### src/rtl/merge_arbiter.sv
// Two-way merge of sorted FIFO streams into one output FIFO; once one side is
// exhausted the other side is passed through unchanged.
module merge_arbiter #(
  parameter int unsigned DATA_WIDTH = 32,
  parameter int unsigned CNT_WIDTH  = 16
) (
  input  logic                  i_clk,
  input  logic                  i_rst_n,
  input  logic                  i_start,
  input  logic [DATA_WIDTH-1:0] i_a_item,
  input  logic                  i_a_empty,
  input  logic                  i_a_done,
  output logic                  o_a_read,
  input  logic [DATA_WIDTH-1:0] i_b_item,
  input  logic                  i_b_empty,
  input  logic                  i_b_done,
  output logic                  o_b_read,
  input  logic                  i_out_afull,
  output logic [DATA_WIDTH-1:0] o_item,
  output logic                  o_write,
  output logic                  o_busy,
  output logic                  o_done,
  output logic [CNT_WIDTH-1:0]  o_count
);

  typedef enum logic [2:0] {
    StIdle,
    StMerge,
    StDrainA,
    StDrainB,
    StDone
  } state_e;

  state_e                state_q, state_d;
  logic [DATA_WIDTH-1:0] item_q, item_d;
  logic                  write_q, write_d;
  logic [CNT_WIDTH-1:0]  count_q, count_d;

  logic a_exh, b_exh;
  logic a_rd, b_rd, pop, clr_cnt;

  assign a_exh = i_a_done & i_a_empty;
  assign b_exh = i_b_done & i_b_empty;

  always_comb begin
    state_d = state_q;
    a_rd    = 1'b0;
    b_rd    = 1'b0;
    clr_cnt = 1'b0;
    unique case (state_q)
      StIdle: begin
        if (i_start) begin
          state_d = StMerge;
          clr_cnt = 1'b1;
        end
      end
      StMerge: begin
        // Exhaustion is checked first so no pop happens on the exit cycle.
        if (a_exh && b_exh) begin
          state_d = StDone;
        end else if (a_exh) begin
          state_d = StDrainB;
        end else if (b_exh) begin
          state_d = StDrainA;
        end else if (!i_a_empty && !i_b_empty && !i_out_afull) begin
          if (i_a_item <= i_b_item) a_rd = 1'b1;
          else                      b_rd = 1'b1;
        end
      end
      StDrainA: begin
        if (a_exh)                          state_d = StDone;
        else if (!i_a_empty && !i_out_afull) a_rd   = 1'b1;
      end
      StDrainB: begin
        if (b_exh)                          state_d = StDone;
        else if (!i_b_empty && !i_out_afull) b_rd   = 1'b1;
      end
      StDone: begin
        state_d = StIdle;
      end
      default: begin
        state_d = StIdle;
      end
    endcase
    if (!i_rst_n) begin
      a_rd = 1'b0;
      b_rd = 1'b0;
    end
  end

  assign pop = a_rd | b_rd;

  always_comb begin
    item_d  = item_q;
    write_d = pop;
    count_d = count_q;
    if (pop) begin
      item_d  = a_rd ? i_a_item : i_b_item;
      count_d = count_q + {{(CNT_WIDTH-1){1'b0}}, 1'b1};
    end
    if (clr_cnt) count_d = '0;
  end

  always_ff @(posedge i_clk) begin
    if (!i_rst_n) begin
      state_q <= StIdle;
      item_q  <= '0;
      write_q <= 1'b0;
      count_q <= '0;
    end else begin
      state_q <= state_d;
      item_q  <= item_d;
      write_q <= write_d;
      count_q <= count_d;
    end
  end

  assign o_a_read = a_rd;
  assign o_b_read = b_rd;
  assign o_item   = item_q;
  assign o_write  = write_q;
  assign o_count  = count_q;
  assign o_busy   = (state_q != StIdle);
  assign o_done   = (state_q == StDone);

endmodule

### config.mk
export PLATFORM = sky130hd
export DESIGN_NAME = merge_arbiter
export DESIGN_NICKNAME = d
export VERILOG_FILES = /design/src/rtl/merge_arbiter.sv
export SDC_FILE = /design/constraint.sdc
export NUM_CORES = 1
export LEC_CHECK = 0
export BUFFER_PORTS_ARGS = -buffer_cell sky130_fd_sc_hd__clkbuf_2
export CORE_ASPECT_RATIO = 1.1
export CORE_MARGIN = 10
export CORE_UTILIZATION = 49
export DETAILED_ROUTE_END_ITERATION = 10
export GPL_TIMING_DRIVEN = 0
export HOLD_SLACK_MARGIN = 0.08
export PLACE_DENSITY = 0.91
export SKIP_LAST_GASP = 1
export SLEW_MARGIN = 20
export SYNTH_ARGS = -nofsm -noshare
export SYNTH_HDL_FRONTEND = slang
export SYNTH_SLANG_ARGS = --single-unit
### constraint.sdc
create_clock -name i_clk -period 2.83 [get_ports i_clk]
set_clock_uncertainty 0.05 [all_clocks]
set_input_delay 0.283 -clock i_clk [delete_from_list [all_inputs] [get_ports i_clk]]
set_output_delay 0.283 -clock i_clk [all_outputs]
set_load 0.02 [all_outputs]
; After elaboration in Yosys (flattened, before gate mapping)
; Index checks and enable logic that the tools add are counted.
[totals]
reg_bits = 52
latchBits = 0
mem_bits_rw = 0
mem_bits_ro = 0
wordCells = 58
mem_count = 0
[op_classes]
add_sub_neg = 1
n_mul = 0
n_div = 0
magnitude_cmp = 1
n_eq_ne = 8
shift = 0
muxes = 28
n_bitwise = 4
reduce_logical = 12
[ops]
columns = cell, n
row1 = $le A32 B32 Y1, 1
row2 = $mux W32, 1
row3 = $mux W1, 18
row4 = $mux W3, 6
row5 = $add A16 B1 Y16 const B, 1
row6 = $pmux W3 S4, 1
row7 = $eq A3 B2 Y1 const B, 2
row8 = $ne A2 B2 Y1 const B, 3
row9 = $logic_and A1 B1 Y1, 5
row10 = $ne A4 B4 Y1 const B, 1
row11 = $pmux W1 S2, 2
row12 = $reduce_and A4 Y1, 1
row13 = $eq A3 B1 Y1 const B, 1
row14 = $eq A3 B3 Y1 const B, 1
row15 = $logic_not A1 Y1, 3
row16 = $logic_not A3 Y1, 1
row17 = $reduce_bool A3 Y1, 1
row18 = $and A1 B1 Y1, 2
row19 = $reduce_or A2 Y1, 1
row20 = $not A1 Y1, 1
row21 = $or A1 B1 Y1, 1

; Longest topological paths before layout
[depth]
word_depth = 10
mapped_depth = 11
depth_no_buf = 9

; Worst setup path before layout
; OpenSTA, ideal clock, no wires.
[synth_timing]
kind = input-to-reg
start = in i_b_item[30]
end = reg item_q[23], in the netlist o_item[23]
arrival_ps = 2450
slack_ps = 245
path_stages = 11
n_path_buf = 2
path_cell_list = inv_1 > ha_1 > nand4_1 > or4_1 > o21a_1 > o311a_1 > a211o_1 > buf_6 > buf_6 > mux2i_1 > a211oi_1
[synth_between]
elab_chain_cells = 9
elab_cells_between_ends = 17
classes_between = order compare (1) / mux (15) / bitwise (1)
[synth_lines]
columns = element, line_no
row1 = "start, declared", 14  ; input logic [DATA_WIDTH-1:0] i_b_item,
row2 = $le A32 B32 Y1, 66  ; if (i_a_item <= i_b_item) a_rd = 1'b1;
row3 = $mux W1, 66
row4 = $mux W1, 65  ; end else if (!i_a_empty && !i_b_empty && !i_out_afull) begin
row5 = $mux W1, 63  ; end else if (b_exh) begin
row6 = $mux W1, 61  ; end else if (a_exh) begin
row7 = $mux W1, 59  ; if (a_exh && b_exh) begin
row8 = $pmux W1 S2, 50  ; unique case (state_q)
row9 = $mux W1, 85  ; if (!i_rst_n) begin
row10 = net o_b_read, 17  ; output logic o_b_read,
row11 = $or A1 B1 Y1, 91  ; assign pop = a_rd | b_rd;
row12 = "end signal, assigned", 112  ; item_q <= item_d;
row13 = "end, declared", 35  ; logic [DATA_WIDTH-1:0] item_q, item_d;
; The timed path passes the listed nets, and every way through them passes these cells.
; A chain may end at the register's enable or synchronous reset.

; Worst setup path in the final report
[layout_timing]
start = in i_b_item[10]
end = out o_b_read
[layout_between]
elab_chain_cells = 8
[layout_lines]
columns = element, line_no
row1 = $le A32 B32 Y1, 66
row2 = $mux W1, 66
row3 = $mux W1, 65
row4 = $mux W1, 63
row5 = $mux W1, 61
row6 = $mux W1, 59
row7 = $pmux W1 S2, 50
row8 = $mux W1, 85
row9 = "end, declared", 17
; No other way between the ends.

==> reports/qor.yml <==
placement:
  dpl.hpwl_mm: 7.900
  routabilityCongestion: 0.8054
  port_buffers: 124
  post-place-ws_ns: -0.2179
power_and_ir_drop:
  power-per-cell-area_mw_per_mm2: 383.9
  p_comb_share_pct: 18.4
  switching_power_mw: 0.4321
  power_mw: 1.618
  p_leak_nw: 1.931
  seq_power_share_pct: 46.7
  power_frac_clock_pct: 34.9
  swShare_pct: 26.71
  ir_drop_v: 0.0002275
  internal_power_mw: 1.186
drt:
  dr.pass1.iters: 5
  wirelength_mm: 10.45
  ant_nets: 0
  drt_iter0_drc: 237
  drc: 0
  via_per_inst: 5.772
  vias: 3440
  wl_per_cell_um: 17.53
synth:
  yosys_register_bits: 52
  synthArstFlopShare_pct: 0
  yosysSeqAreaShare_pct: 32.20
  syn_area_mm2: 0.003233
  syn_inst: 379
  synth_edf_count: 0
  syn_avg_cell_area_um2: 8.531
  synth.distinct_cells: 37
  synth_flop_cell: "dfxtp_1"
  syn_nets: 484
  ys.warnings.count: 0
hold_path:
  min_from: "i_a_item[26]"
  hold_class: "in -> reg"
  min_path_cells: 3
  hold_path_end: "o_item[26]"
global_routing:
  grt_max_degree: 16
  antenna_found_initial: 0
  grt_pass1_wl_mm: 15.95
  grt_pass1_vias: 3445
  grt_usage_pct: 18.18
  overflow: 0
worst_setup_path:
  r2r_slack_ns: 0.25
  worstReg2RegStart: "state_q[0]"
  r2r_cells: 11
  startpoint_type: "input port"
  crit_fanout: 10
  r2r_end: "o_item[5]"
  worstSetupPathType: "in -> out"
  arrival_ns: 2.47
  crit_path_end_kind: "primary output"
  crit_required_ns: 2.50
finish:
  regArea_mm2: 0.001041
  drive_gt1_share_pct: 29.84
  multi_input_area_mm2: 0.001999
  nets: 620
  areaGrowthSynthToFinish_pct: 30.34
  n_fill_cell: 542
  antenna_cells: 0
timing:
  setup_violations: 0
  rsz0062_at_grt: "true"
  slew_viol_final: 0
  worst_slew_pin_slew_ns: 0.5866
  max_slew_margin_pct: 60.89
  finalCritPeriodShare_pct: 99.19
  max_freq_ghz: 0.3563
  hold_violations: 0
  fin_crit_ns: 2.807
  fin_ws_ns: 0.02300
clock_tree:
  clkTransAtPathRegs_ns: 0.10
  htree_levels: 2
  cts_inserted_buffers: 5
  clk_latency_ns: 0.30
  clock_sinks: 52
  clk_path_buf_depth: 2
  cts_tree: "yes"
  cts_root_buf: "clkbuf_8"
die:
  start_util_pct: 51.27
  rows: 30
  die_y_um: 105.2
  ios: 125
  die_x_um: 97.45
  core_area_mm2: 0.006306
  dieArea_mm2: 0.01025
flow_run:
  cap_violations: 0
status:
  status: "finished clean"
==> Yosys cell counts (8+ instances only) <==
master    count  area (um2)
a21oi_1      52       260.3
dfxtp_1      52        1041
inv_1        37       138.9
ha_1         33       412.9
mux2i_1      33       330.3
a211oi_1     32       240.2
nor2_1       22       82.58
clkbuf_1     14       52.55
nand2_1      13       48.80
nand3_1      12       60.06
nand4_1      12       75.07
xor2_1       10       87.58
o21ai_0       8       40.04
==> repair_timing <==
item / 4_1_cts / 5_1_grt
setup endpoints to repair: 2 / 3
buffers inserted: 1 / 5
hold buffers: 0 / 0
resized for setup: 5 / 14
pin swaps: 3 / 8
==> layout make-up <==
type	instances	area share, %
clock inverter	1	0.7126
clock buffer	7	2.286
tap	80	2.375
multi-input combinational	269	47.45
buffer	20	2.939
inverter	37	3.296
timing repair buffer	130	16.24
sequential	52	24.70
==> power groups by stage <==
stage | clock, mW | sequential (mW) | combinational (mW)
2_1_floorplan | 0 | 0.786 | 0.138
3_3_place_gp | 0 | 0.771 | 0.262
3_5_place_dp | 0 | 0.772 | 0.271
4_1_cts | 0.570 | 0.755 | 0.276
5_1_grt | 0.611 | 0.758 | 0.328
6_report | 0.564 | 0.756 | 0.298
==> layout by cell type, fill, tap and decap left out, types with 3 or more instances in the layout <==
cell / count
xor2_1: 10
and3_1: 4
or3_1: 4
nand2_1: 13
ha_4: 3
clkbuf_1: 13
o21ai_0: 8
nand3_1: 12
buf_4: 5
xnor2_1: 3
buf_2: 3
nand2b_1: 3
dfxtp_1: 52
clkbuf_2: 122
buf_6: 5
nor2_1: 22
a21oi_1: 52
mux2i_1: 33
nand4_1: 12
inv_1: 36
clkbuf_8: 7
a211oi_1: 31
o211ai_1: 3
ha_1: 30
nor3_1: 3
==> logic make-up (layout without fill, tap and decap cells) <==
family,Yosys count,in the layout,synth area share [%]
DFF,52,52,32.20
adders and majority gates,33,33,12.77
AOI/OAI and AO/OA,106,106,20.32
and+or+nand+nor,84,84,13.20
muxes,33,33,10.22
buffers and inverters,58,195,7.778
xor gates and xnor gates,13,13,3.522
==> through the flow <==
stage,cell area (um2),utilization [%],TNS (ns),std cells,hold WS (ns)
after CTS,4103,65.06,-0.001741,592,0.2163
final,4214,66.83,0,596,0.2208
after floorplan,3233,-,0,379,0.4371
after global routing,4214,66.83,-0.07646,596,0.2252
after detailed placement,3954,62.70,-0.9340,583,0.4537
after global placement,3954,62.70,-0.1488,583,0.4357
==> state kept, by name (all words and copies together) (netlist names) <==
signal / flops
state_q: 3
o_write: 1
o_count: 16
o_item: 32
==> layer usage <==
metal / track usage [%] / wire (um) / vias up
met3: 6.456 / 793 / 25
met4: 6.653 / 274 / 0
met5: 0 / 0 / -
li1: - / - / 1644
met1: 19.45 / 4150 / 1629
met2: 32.07 / 5230 / 142
==> critical path, cell delays in order <==
cell and delay (ns):
clkbuf_2 0.10, inv_1 0.06, ha_4 0.27, nand4_1 0.19, or4_4 0.59, o21a_1 0.21
o311a_1 0.11, a211o_1 0.24, buf_6 0.14, buf_12 0.14, buf_6 0.13
==> worst max-delay path by stage <==
stage / startpoint / to / slack [ns] / cells past startpoint
detailed placement: i_b_item[1] / o_a_read / -0.22 / 13
floorplan: i_b_item[30] / o_item[23] / 0.24 / 11
CTS: i_b_item[5] / o_a_read / -0.002 / 13
finish: i_b_item[10] / o_b_read / 0.02 / 11
global placement: i_b_item[1] / o_a_read / -0.15 / 13
global route: i_b_item[10] / o_a_read / -0.04 / 12
No activity file was read; power rests on OpenSTA's default activity.
